<file path="config.mk">
export PLATFORM = sky130hd
export DESIGN_NAME = fetch_addr_unit
export DESIGN_NICKNAME = d
export VERILOG_FILES = /design/src/rtl/fetch_pkg.sv /design/src/rtl/fetch_fifo.sv /design/src/rtl/fetch_addr_unit.sv
export SDC_FILE = /design/constraint.sdc
export NUM_CORES = 1
export LEC_CHECK = 0
export CAP_MARGIN = 40
export CORE_MARGIN = 2
export CORE_UTILIZATION = 55
export CTS_BUF_LIST = sky130_fd_sc_hd__clkbuf_4
export CTS_CLUSTER_DIAMETER = 200
export DETAILED_ROUTE_END_ITERATION = 7
export MAX_ROUTING_LAYER = met4
export PLACE_DENSITY_LB_ADDON = 0.15
export SYNTH_ARGS = -nofsm -noshare
export SYNTH_HDL_FRONTEND = slang
export SYNTH_HIERARCHICAL = 1
export SYNTH_SLANG_ARGS = --single-unit
</file>
<file path="constraint.sdc">
create_clock -name clk -period 16.18 [get_ports clk]
set_input_delay 2.427 -clock clk [delete_from_list [all_inputs] [get_ports clk]]
set_output_delay 2.427 -clock clk [all_outputs]
set_load 0.005 [all_outputs]
</file>
<file path="src/rtl/fetch_pkg.sv">
// Shared types and defaults for the instruction-fetch front end.
package fetch_pkg;

    localparam int unsigned DEF_ADDR_W   = 32;
    localparam logic [31:0] DEF_RESET_PC = 32'h0000_0000;
    localparam int unsigned INSTR_W      = 32;

    typedef struct packed {
        logic [DEF_ADDR_W-1:0] pc;
        logic [INSTR_W-1:0]    instr;
    } fetch_entry_t;

    typedef enum logic [1:0] {
        S_FETCH = 2'd0,
        S_DROP  = 2'd1,
        S_ERR   = 2'd2
    } fetch_state_t;

endpackage

</file>
<file path="src/rtl/fetch_fifo.sv">
// Small synchronous FIFO of fetched {pc, instr} entries; flush beats push.
module fetch_fifo
    import fetch_pkg::*;
#(
    parameter int unsigned DEPTH = 2
) (
    input  logic                       clk,
    input  logic                       reset,
    input  logic                       push,
    input  fetch_entry_t               push_data,
    input  logic                       pop,
    input  logic                       flush,
    output logic [$clog2(DEPTH+1)-1:0] count,
    output fetch_entry_t               head
);

    localparam int unsigned PTR_W = (DEPTH > 1) ? $clog2(DEPTH) : 1;
    localparam int unsigned CNT_W = $clog2(DEPTH + 1);

    fetch_entry_t     mem [DEPTH];
    logic [PTR_W-1:0] rd_ptr;
    logic [PTR_W-1:0] wr_ptr;

    // Pointer and occupancy tracking.
    always_ff @(posedge clk) begin
        if (reset || flush) begin
            rd_ptr <= '0;
            wr_ptr <= '0;
            count  <= '0;
        end else begin
            if (push) wr_ptr <= wr_ptr + PTR_W'(1);
            if (pop)  rd_ptr <= rd_ptr + PTR_W'(1);
            count <= count + CNT_W'(push) - CNT_W'(pop);
        end
    end

    // Storage needs no reset; entries are only read once counted valid.
    always_ff @(posedge clk) begin
        if (push && !flush) mem[wr_ptr] <= push_data;
    end

    assign head = mem[rd_ptr];

endmodule

</file>
<file path="src/rtl/fetch_addr_unit.sv">
// Instruction-fetch front end: PC register, imem req/ack handshake, output FIFO.
// Optional perf counters are built only when FETCH_PERF_CNT_EN is defined.
module fetch_addr_unit
    import fetch_pkg::*;
#(
    parameter int unsigned        ADDR_W     = DEF_ADDR_W,
    parameter logic [ADDR_W-1:0]  RESET_PC   = ADDR_W'(DEF_RESET_PC),
    parameter int unsigned        FIFO_DEPTH = 2
) (
    input  logic                clk,
    input  logic                reset,
    input  logic                redirect,
    input  logic [ADDR_W-1:0]   redirect_pc,
    output logic                imem_req,
    output logic [ADDR_W-3:0]   imem_addr,
    input  logic                imem_ack,
    input  logic [INSTR_W-1:0]  imem_rdata,
    output logic                instr_valid,
    output logic [INSTR_W-1:0]  instr,
    output logic [ADDR_W-1:0]   instr_pc,
    input  logic                instr_ready,
    output logic                misaligned,
    output logic [31:0]         perf_fetched,
    output logic [15:0]         perf_dropped
);

    localparam int unsigned CNT_W = $clog2(FIFO_DEPTH + 1);
    localparam int unsigned WA_W  = ADDR_W - 2;

    fetch_state_t      state_q, state_d;
    logic [ADDR_W-1:0] pc_q, pc_d;
    logic [WA_W-1:0]   drop_addr_q, drop_addr_d;
    logic              mis_q, mis_d;
    logic              push, pop, flush, drop_ev;
    logic              ack_v, aligned;
    logic [CNT_W-1:0]  fifo_count;
    fetch_entry_t      head;

    // Request is withheld while reset is asserted so a stray ack is never taken.
    assign imem_req = !reset && ((state_q == S_DROP) ||
                      ((state_q == S_FETCH) && (fifo_count < CNT_W'(FIFO_DEPTH))));
    assign imem_addr   = (state_q == S_DROP) ? drop_addr_q : pc_q[ADDR_W-1:2];
    assign ack_v       = imem_ack && imem_req;
    assign aligned     = (redirect_pc[1:0] == 2'b00);
    assign instr_valid = (fifo_count != '0);
    assign pop         = instr_valid && instr_ready;
    assign instr       = head.instr;
    assign instr_pc    = ADDR_W'(head.pc);
    assign misaligned  = mis_q;

    // Next-state, PC and FIFO control.
    always_comb begin
        state_d     = state_q;
        pc_d        = pc_q;
        drop_addr_d = drop_addr_q;
        mis_d       = mis_q;
        push        = 1'b0;
        flush       = 1'b0;
        drop_ev     = 1'b0;
        case (state_q)
            S_FETCH: begin
                if (redirect) begin
                    flush = 1'b1;
                    if (aligned) pc_d = redirect_pc;
                    else         mis_d = 1'b1;
                    if (imem_req && !imem_ack) begin
                        state_d     = S_DROP;
                        drop_addr_d = pc_q[ADDR_W-1:2];
                    end else begin
                        state_d = aligned ? S_FETCH : S_ERR;
                        drop_ev = ack_v;
                    end
                end else if (ack_v) begin
                    push = 1'b1;
                    pc_d = pc_q + ADDR_W'(4);
                end
            end
            S_DROP: begin
                if (redirect) begin
                    flush = 1'b1;
                    if (aligned) pc_d = redirect_pc;
                    else         mis_d = 1'b1;
                end
                if (ack_v) begin
                    drop_ev = 1'b1;
                    state_d = mis_d ? S_ERR : S_FETCH;
                end
            end
            S_ERR: begin
            end
            default: state_d = S_FETCH;
        endcase
    end

    always_ff @(posedge clk) begin
        if (reset) begin
            state_q     <= S_FETCH;
            pc_q        <= RESET_PC;
            drop_addr_q <= '0;
            mis_q       <= 1'b0;
        end else begin
            state_q     <= state_d;
            pc_q        <= pc_d;
            drop_addr_q <= drop_addr_d;
            mis_q       <= mis_d;
        end
    end

    fetch_fifo #(
        .DEPTH (FIFO_DEPTH)
    ) u_fifo (
        .clk       (clk),
        .reset     (reset),
        .push      (push),
        .push_data ('{pc: DEF_ADDR_W'(pc_q), instr: imem_rdata}),
        .pop       (pop),
        .flush     (flush),
        .count     (fifo_count),
        .head      (head)
    );

`ifdef FETCH_PERF_CNT_EN
    logic [31:0] fetched_q;
    logic [15:0] dropped_q;

    // Saturating event counters.
    always_ff @(posedge clk) begin
        if (reset) begin
            fetched_q <= '0;
            dropped_q <= '0;
        end else begin
            if (push && (fetched_q != '1))    fetched_q <= fetched_q + 32'd1;
            if (drop_ev && (dropped_q != '1)) dropped_q <= dropped_q + 16'd1;
        end
    end

    assign perf_fetched = fetched_q;
    assign perf_dropped = dropped_q;
`else
    logic unused_perf;
    assign unused_perf  = drop_ev;
    assign perf_fetched = '0;
    assign perf_dropped = '0;
`endif

endmodule
</file>
=== Yosys cells after proc, flatten, opt, wreduce, memory -nomap -nowiden ===
Memory sizes are Yosys's and may differ from the RTL's. A register that Yosys moved wholly into a read port is not among the register bits.
Index checks and enable logic that the tools add are counted.

* Bitwise logic cells: 1
* Equal/unequal tests: 6
* Reductions and logical operators: 19
* Order comparisons: 1
* Muxes and demuxes: 25
* Add/sub/neg operators: 5

{| class="wikitable"
|+ Operator list
! kind !! number
|-
| $mux 32 || 4
|-
| $pmux 32 s2 || 1
|-
| $add 32x3->32 const B || 1
|-
| $mux 30 || 1
|-
| $mux 1 || 12
|-
| $mux 2 || 5
|-
| $reduce_and 3->1 || 3
|-
| $logic_and 1x1->1 || 6
|-
| $ne 2x2->1 const B || 3
|-
| $pmux 2 s3 || 1
|-
| $logic_not 2->1 || 2
|-
| $reduce_bool 2->1 || 2
|-
| $logic_not 1->1 || 3
|-
| $ne 3x3->1 const B || 1
|-
| $add 1x1->1 const B || 2
|-
| $add 2x1->2 || 1
|-
| $eq 2x1->1 const B || 1
|-
| $eq 2x2->1 const B || 1
|-
| $logic_or 1x1->1 || 2
|-
| $lt 2x2->1 const B || 1
|-
| $pmux 1 s2 || 1
|-
| $reduce_or 2->1 || 1
|-
| $sub 2x1->2 || 1
|-
| $not 1->1 || 1
|}

* Input bits: 69
* Register bits: 69
* Memories: 1
* Logic and storage cells: 65
* RAM bits: 128

{| class="wikitable"
|+ Memories
! name !! depth !! width !! rd ports !! clocked after Yosys merged registers in !! write ports !! line !! RTL
|-
| u_fifo.mem || 2 || 64 || 1 || 1 || 1 || fetch_fifo.sv:20 || <nowiki>fetch_entry_t mem [DEPTH];</nowiki>
|}

=== Longest topological paths before layout ===
* Depth in word-level cells: 11
* Depth in mapped cells: 8
* Gate-level depth less buffers: 7

=== Cells and area by module ===
The synthesis kept the hierarchy.

{| class="wikitable"
|+ By module, submodules not included
! module !! cells an instance !! sequential area each (µm²) !! area each (µm²) !! instances
|-
| fetch_fifo || 218 || 3943.8 || 5137.4 || 1
|-
| fetch_addr_unit || 592 || 1301.2 || 4046.4 || 1
|}

=== Worst setup path after synthesis ===
Ideal clock, no wire load.

* Path type: input port to flip-flop
* Start: input port imem_ack
* End: memory u_fifo/mem[0][0] (netlist name) (enable)
* Buffers on the path: 1
* Slack: 7548 ps
* Data arrival time: 8054 ps
* Stages: 5
* Cell sequence: or3b_2 -> nand3b_1 -> inv_1 -> buf_2 -> nor3b_1

* Cells in the longest elaborated chain, start to end: 7

{| class="wikitable"
|+ RTL lines
! element !! line !! RTL
|-
| start: declaration || fetch_addr_unit.sv:16 || <nowiki>input logic imem_ack,</nowiki>
|-
| $logic_and 1x1->1 || fetch_addr_unit.sv:43 || <nowiki>assign ack_v = imem_ack && imem_req;</nowiki>
|-
| $mux 1 || fetch_addr_unit.sv:73 || <nowiki>end else if (ack_v) begin</nowiki>
|-
| $mux 1 || fetch_addr_unit.sv:62 || <nowiki>if (redirect) begin</nowiki>
|-
| $mux 1 || fetch_addr_unit.sv:60 || <nowiki>case (state_q)</nowiki>
|-
| named net push || fetch_addr_unit.sv:34 || <nowiki>logic push, pop, flush, drop_ev;</nowiki>
|-
| $logic_and 1x1->1 || fetch_fifo.sv:39 || <nowiki>if (push && !flush) mem[wr_ptr] <= push_data;</nowiki>
|-
| $mux 1 || fetch_fifo.sv:39 ||
|-
| $mux 1 (implied by the code) || fetch_fifo.sv:39 ||
|-
| end: declaration || fetch_fifo.sv:20 ||
|}

The timed path passes the listed nets, and every way through them passes these cells.

=== Final worst setup path ===
* Start: input port reset
* End: output port imem_req

* Cells in the longest elaborated chain, start to end: 2

{| class="wikitable"
|+ RTL lines
! element !! line !! RTL
|-
| start: declaration || fetch_addr_unit.sv:11 || <nowiki>input logic reset,</nowiki>
|-
| $logic_not 1->1 || fetch_addr_unit.sv:40 || <nowiki>assign imem_req = !reset && ((state_q == S_DROP) ||</nowiki>
|-
| $logic_and 1x1->1 || fetch_addr_unit.sv:40 ||
|-
| end: declaration || fetch_addr_unit.sv:14 || <nowiki>output logic imem_req,</nowiki>
|}

Every way passes these cells.

==> results.txt <==
Cts hold-fix bufs: 0
H-Tree Depth: 4
Crit start category: primary input
Dominant cells by area after synthesis: edfxtp_1 42%, dfxtp_1 15%, mux2_4 9.8%
Vias: 6,533
Largest area contributor in the netlist: edfxtp_1
Sum of negative setup slack: 0 ns
Clock-pin slew on the worst setup and hold paths: 0.16 ns
Pleak: 0.003929 uW
Sequential cell area: 5249 sq um
Starting Density: 55.78%
P&R area growth vs syn: 20.60%
WL final: 20,640 um
Multi-input gate area: 3410 sq um
Reg-to-Reg End: u_fifo/mem[1][58]
Final ANT Viol Nets: 0
DRC viols: 0
Yosys top cell area share: 41.85%
Worst setup path endpoint: imem_req
Site Rows: 47
Flop2flop setup slack: 12.83 ns
CTS Buf Count: 17
Number of global-route vias before repair: 5,915
Final Hold Vio Count: 0
Hpwl dp: 13,680 um
CTS tree: yes
Setup-failing EPs final: 0
Hold Path Class: reg -> reg
Pre-CTS setup slack: 9.606 ns
WL/cell: 17.37 um
Clk buf depth: 2
Post-layout min period: 6.646 ns
Peak VDD IR: 0.04256 mV
I/O Buffers: 165
Reg-to-Reg Start: state_q[0]
Max_slew headroom: 40.92%
Die Y: 133.2 um
RSZ-0062 raised after global routing: no
Pin count of the biggest net entering global routing: 75
PostCTS Resize Cnt: 0
Final Power: 945.9 uW
Die width: 133.2 um
Critical Path End Type: output port
Max Clk Rate: 150.5 MHz
Power Density: 85.41 nW/um^2
Period utilization: 41.08%
EDFF count, synth: 128
Status: completed
Pre-antenna DRT Iters: 6
Yosys cell types: 65
Worst slew pin tran: 0.8780 ns
Worst Skew: 0.02204 ns
CTS root buffer: clkbuf_4
ANT cells: 0
Placer Congestion: 0.9313
Ports: 214
Die area: 17,750 sq um
Fraction of layout cells with a size suffix above 1: 12.60%
Initial antenna violation count: 0
Num Clock Sinks: 198
Most frequent cells in the layout: 180 x nand2_1, 164 x clkdlybuf4s50_1, 128 x edfxtp_1, 69 x dfxtp_1, 60 x mux2_4
Max-slew violations: 0
Mapped Cells: 810
WHS: 0.4521 ns
Synth Warn #: 6
Via/cell ratio: 5.499
Worst-skew pair later-pin latency: 0.59 ns
Most common cell after layout, fill and taps aside: nand2_1
Critical path data arrival time: 4.22 ns
Setup bufs post-CTS: 0
Setup crit start: reset
Fin worst setup slack: 9.534 ns
Starting DRT DRC Count: 694
Asr flop ratio synth: 0%
Most used DFF post-synth: edfxtp_1
GRT Total Usage: 23.74%
Net count, final: 1,027
Cell Area, Synth: 9184 sq um
First-pass GRT wire length: 31,870 um
Yosys reg bits: 198
Layout fillers: 1,288
FF-to-FF path depth: 5
CP Class: in -> out
Total gr overflow: 0
Sequential share of the synthesized area: 57.11%
Required @ worst endpoint: 13.75 ns
Max-cap check violation count: 0
Avg Cell Area, Syn: 11.34 sq um
Core ar.: 16,470 sq um
Crit Path Max Fanout: 74
-- cell usage after synthesis, types with 3 or more instances --
library cell  instances
buf_4                49
or4_1                 3
nor3b_1               5
buf_12                6
clkbuf_1             36
or3_1                 4
a2111oi_0             5
mux2_2                5
mux2_4               60
dfxtp_1              70
a31oi_1               5
inv_1                11
o21ai_0              18
and3_1                8
buf_2                 4
and4_1                3
a211oi_1              8
mux2i_1               4
nand4_1              10
edfxtp_1            128
clkbuf_2              3
nand2_1             180
a211o_1               3
o31ai_1               4
nor2_1               26
nor4_1                7
ha_1                  3
a21oi_1              56
nand3_1              17
a21o_1                3
o211ai_1              3
nor3_1               20
-- flip-flops by register name (all words and copies together), names as in the netlist, named ones only --
register / flops
misaligned: 1
u_fifo/rd_ptr: 1
u_fifo/mem: 128
u_fifo/count: 2
state_q: 2
drop_addr_q: 30
u_fifo/wr_ptr: 1
pc_q: 32
-- worst min-delay path by stage --
stage	start	end	slack, ns	cells past startpoint
floorplan	pc_q[0]	u_fifo/mem[0][32]	0.42	0
global route	drop_addr_q[16]	drop_addr_q[16]	0.48	2
finish	pc_q[0]	u_fifo/mem[1][32]	0.45	0
detailed placement	pc_q[0]	u_fifo/mem[0][32]	0.43	0
global placement	pc_q[0]	u_fifo/mem[0][32]	0.44	0
CTS	drop_addr_q[13]	drop_addr_q[13]	0.47	2
-- report_power, final --
part	switching, uW	internal (uW)
clock	162	115
combinational	49.7	55.8
sequential	15.9	548
total	227	719
-- cell type report --
class / count / share of cell area, %
repair buffers: 179 / 16.20
clock inverters: 11 / 1.344
inverters: 11 / 0.3728
well taps: 220 / 2.485
flip-flops and latches: 198 / 47.39
clock buffers: 21 / 1.423
multi-input cells: 548 / 30.78
-- metrics by stage --
stage / cell area (sq um) / util, % / std cells
floorplan: 9360 / - / 857
global placement: 10700 / 64.96 / 1152
detailed placement: 10770 / 65.40 / 1156
CTS: 11080 / 67.26 / 1188
global route: 11080 / 67.26 / 1188
finish: 11080 / 67.26 / 1188
-- logic make-up after synthesis --
group / synth area share, %
compound gates: 8.474
xor+xnor: 0.4360
fa+ha+maj: 0.4088
buf+inv: 7.779
flops: 57.11
mux: 10.86
other cells: 0.04083
simple gates: 14.89
-- layer usage --
metal	GRT usage (%)	part of all wire [%]
met1	33.32	45
met2	35.12	45
met3	5.327	8.0
met4	6.560	1.8
met5	-	0
-- critical path: stages --
cell and delay, ns:
buf_2 0.10, buf_4 0.35, nor2_1 0.25, a21boi_0 0.48, clkdlybuf4s50_1 0.60
No activity file was read; power rests on OpenSTA's default activity.
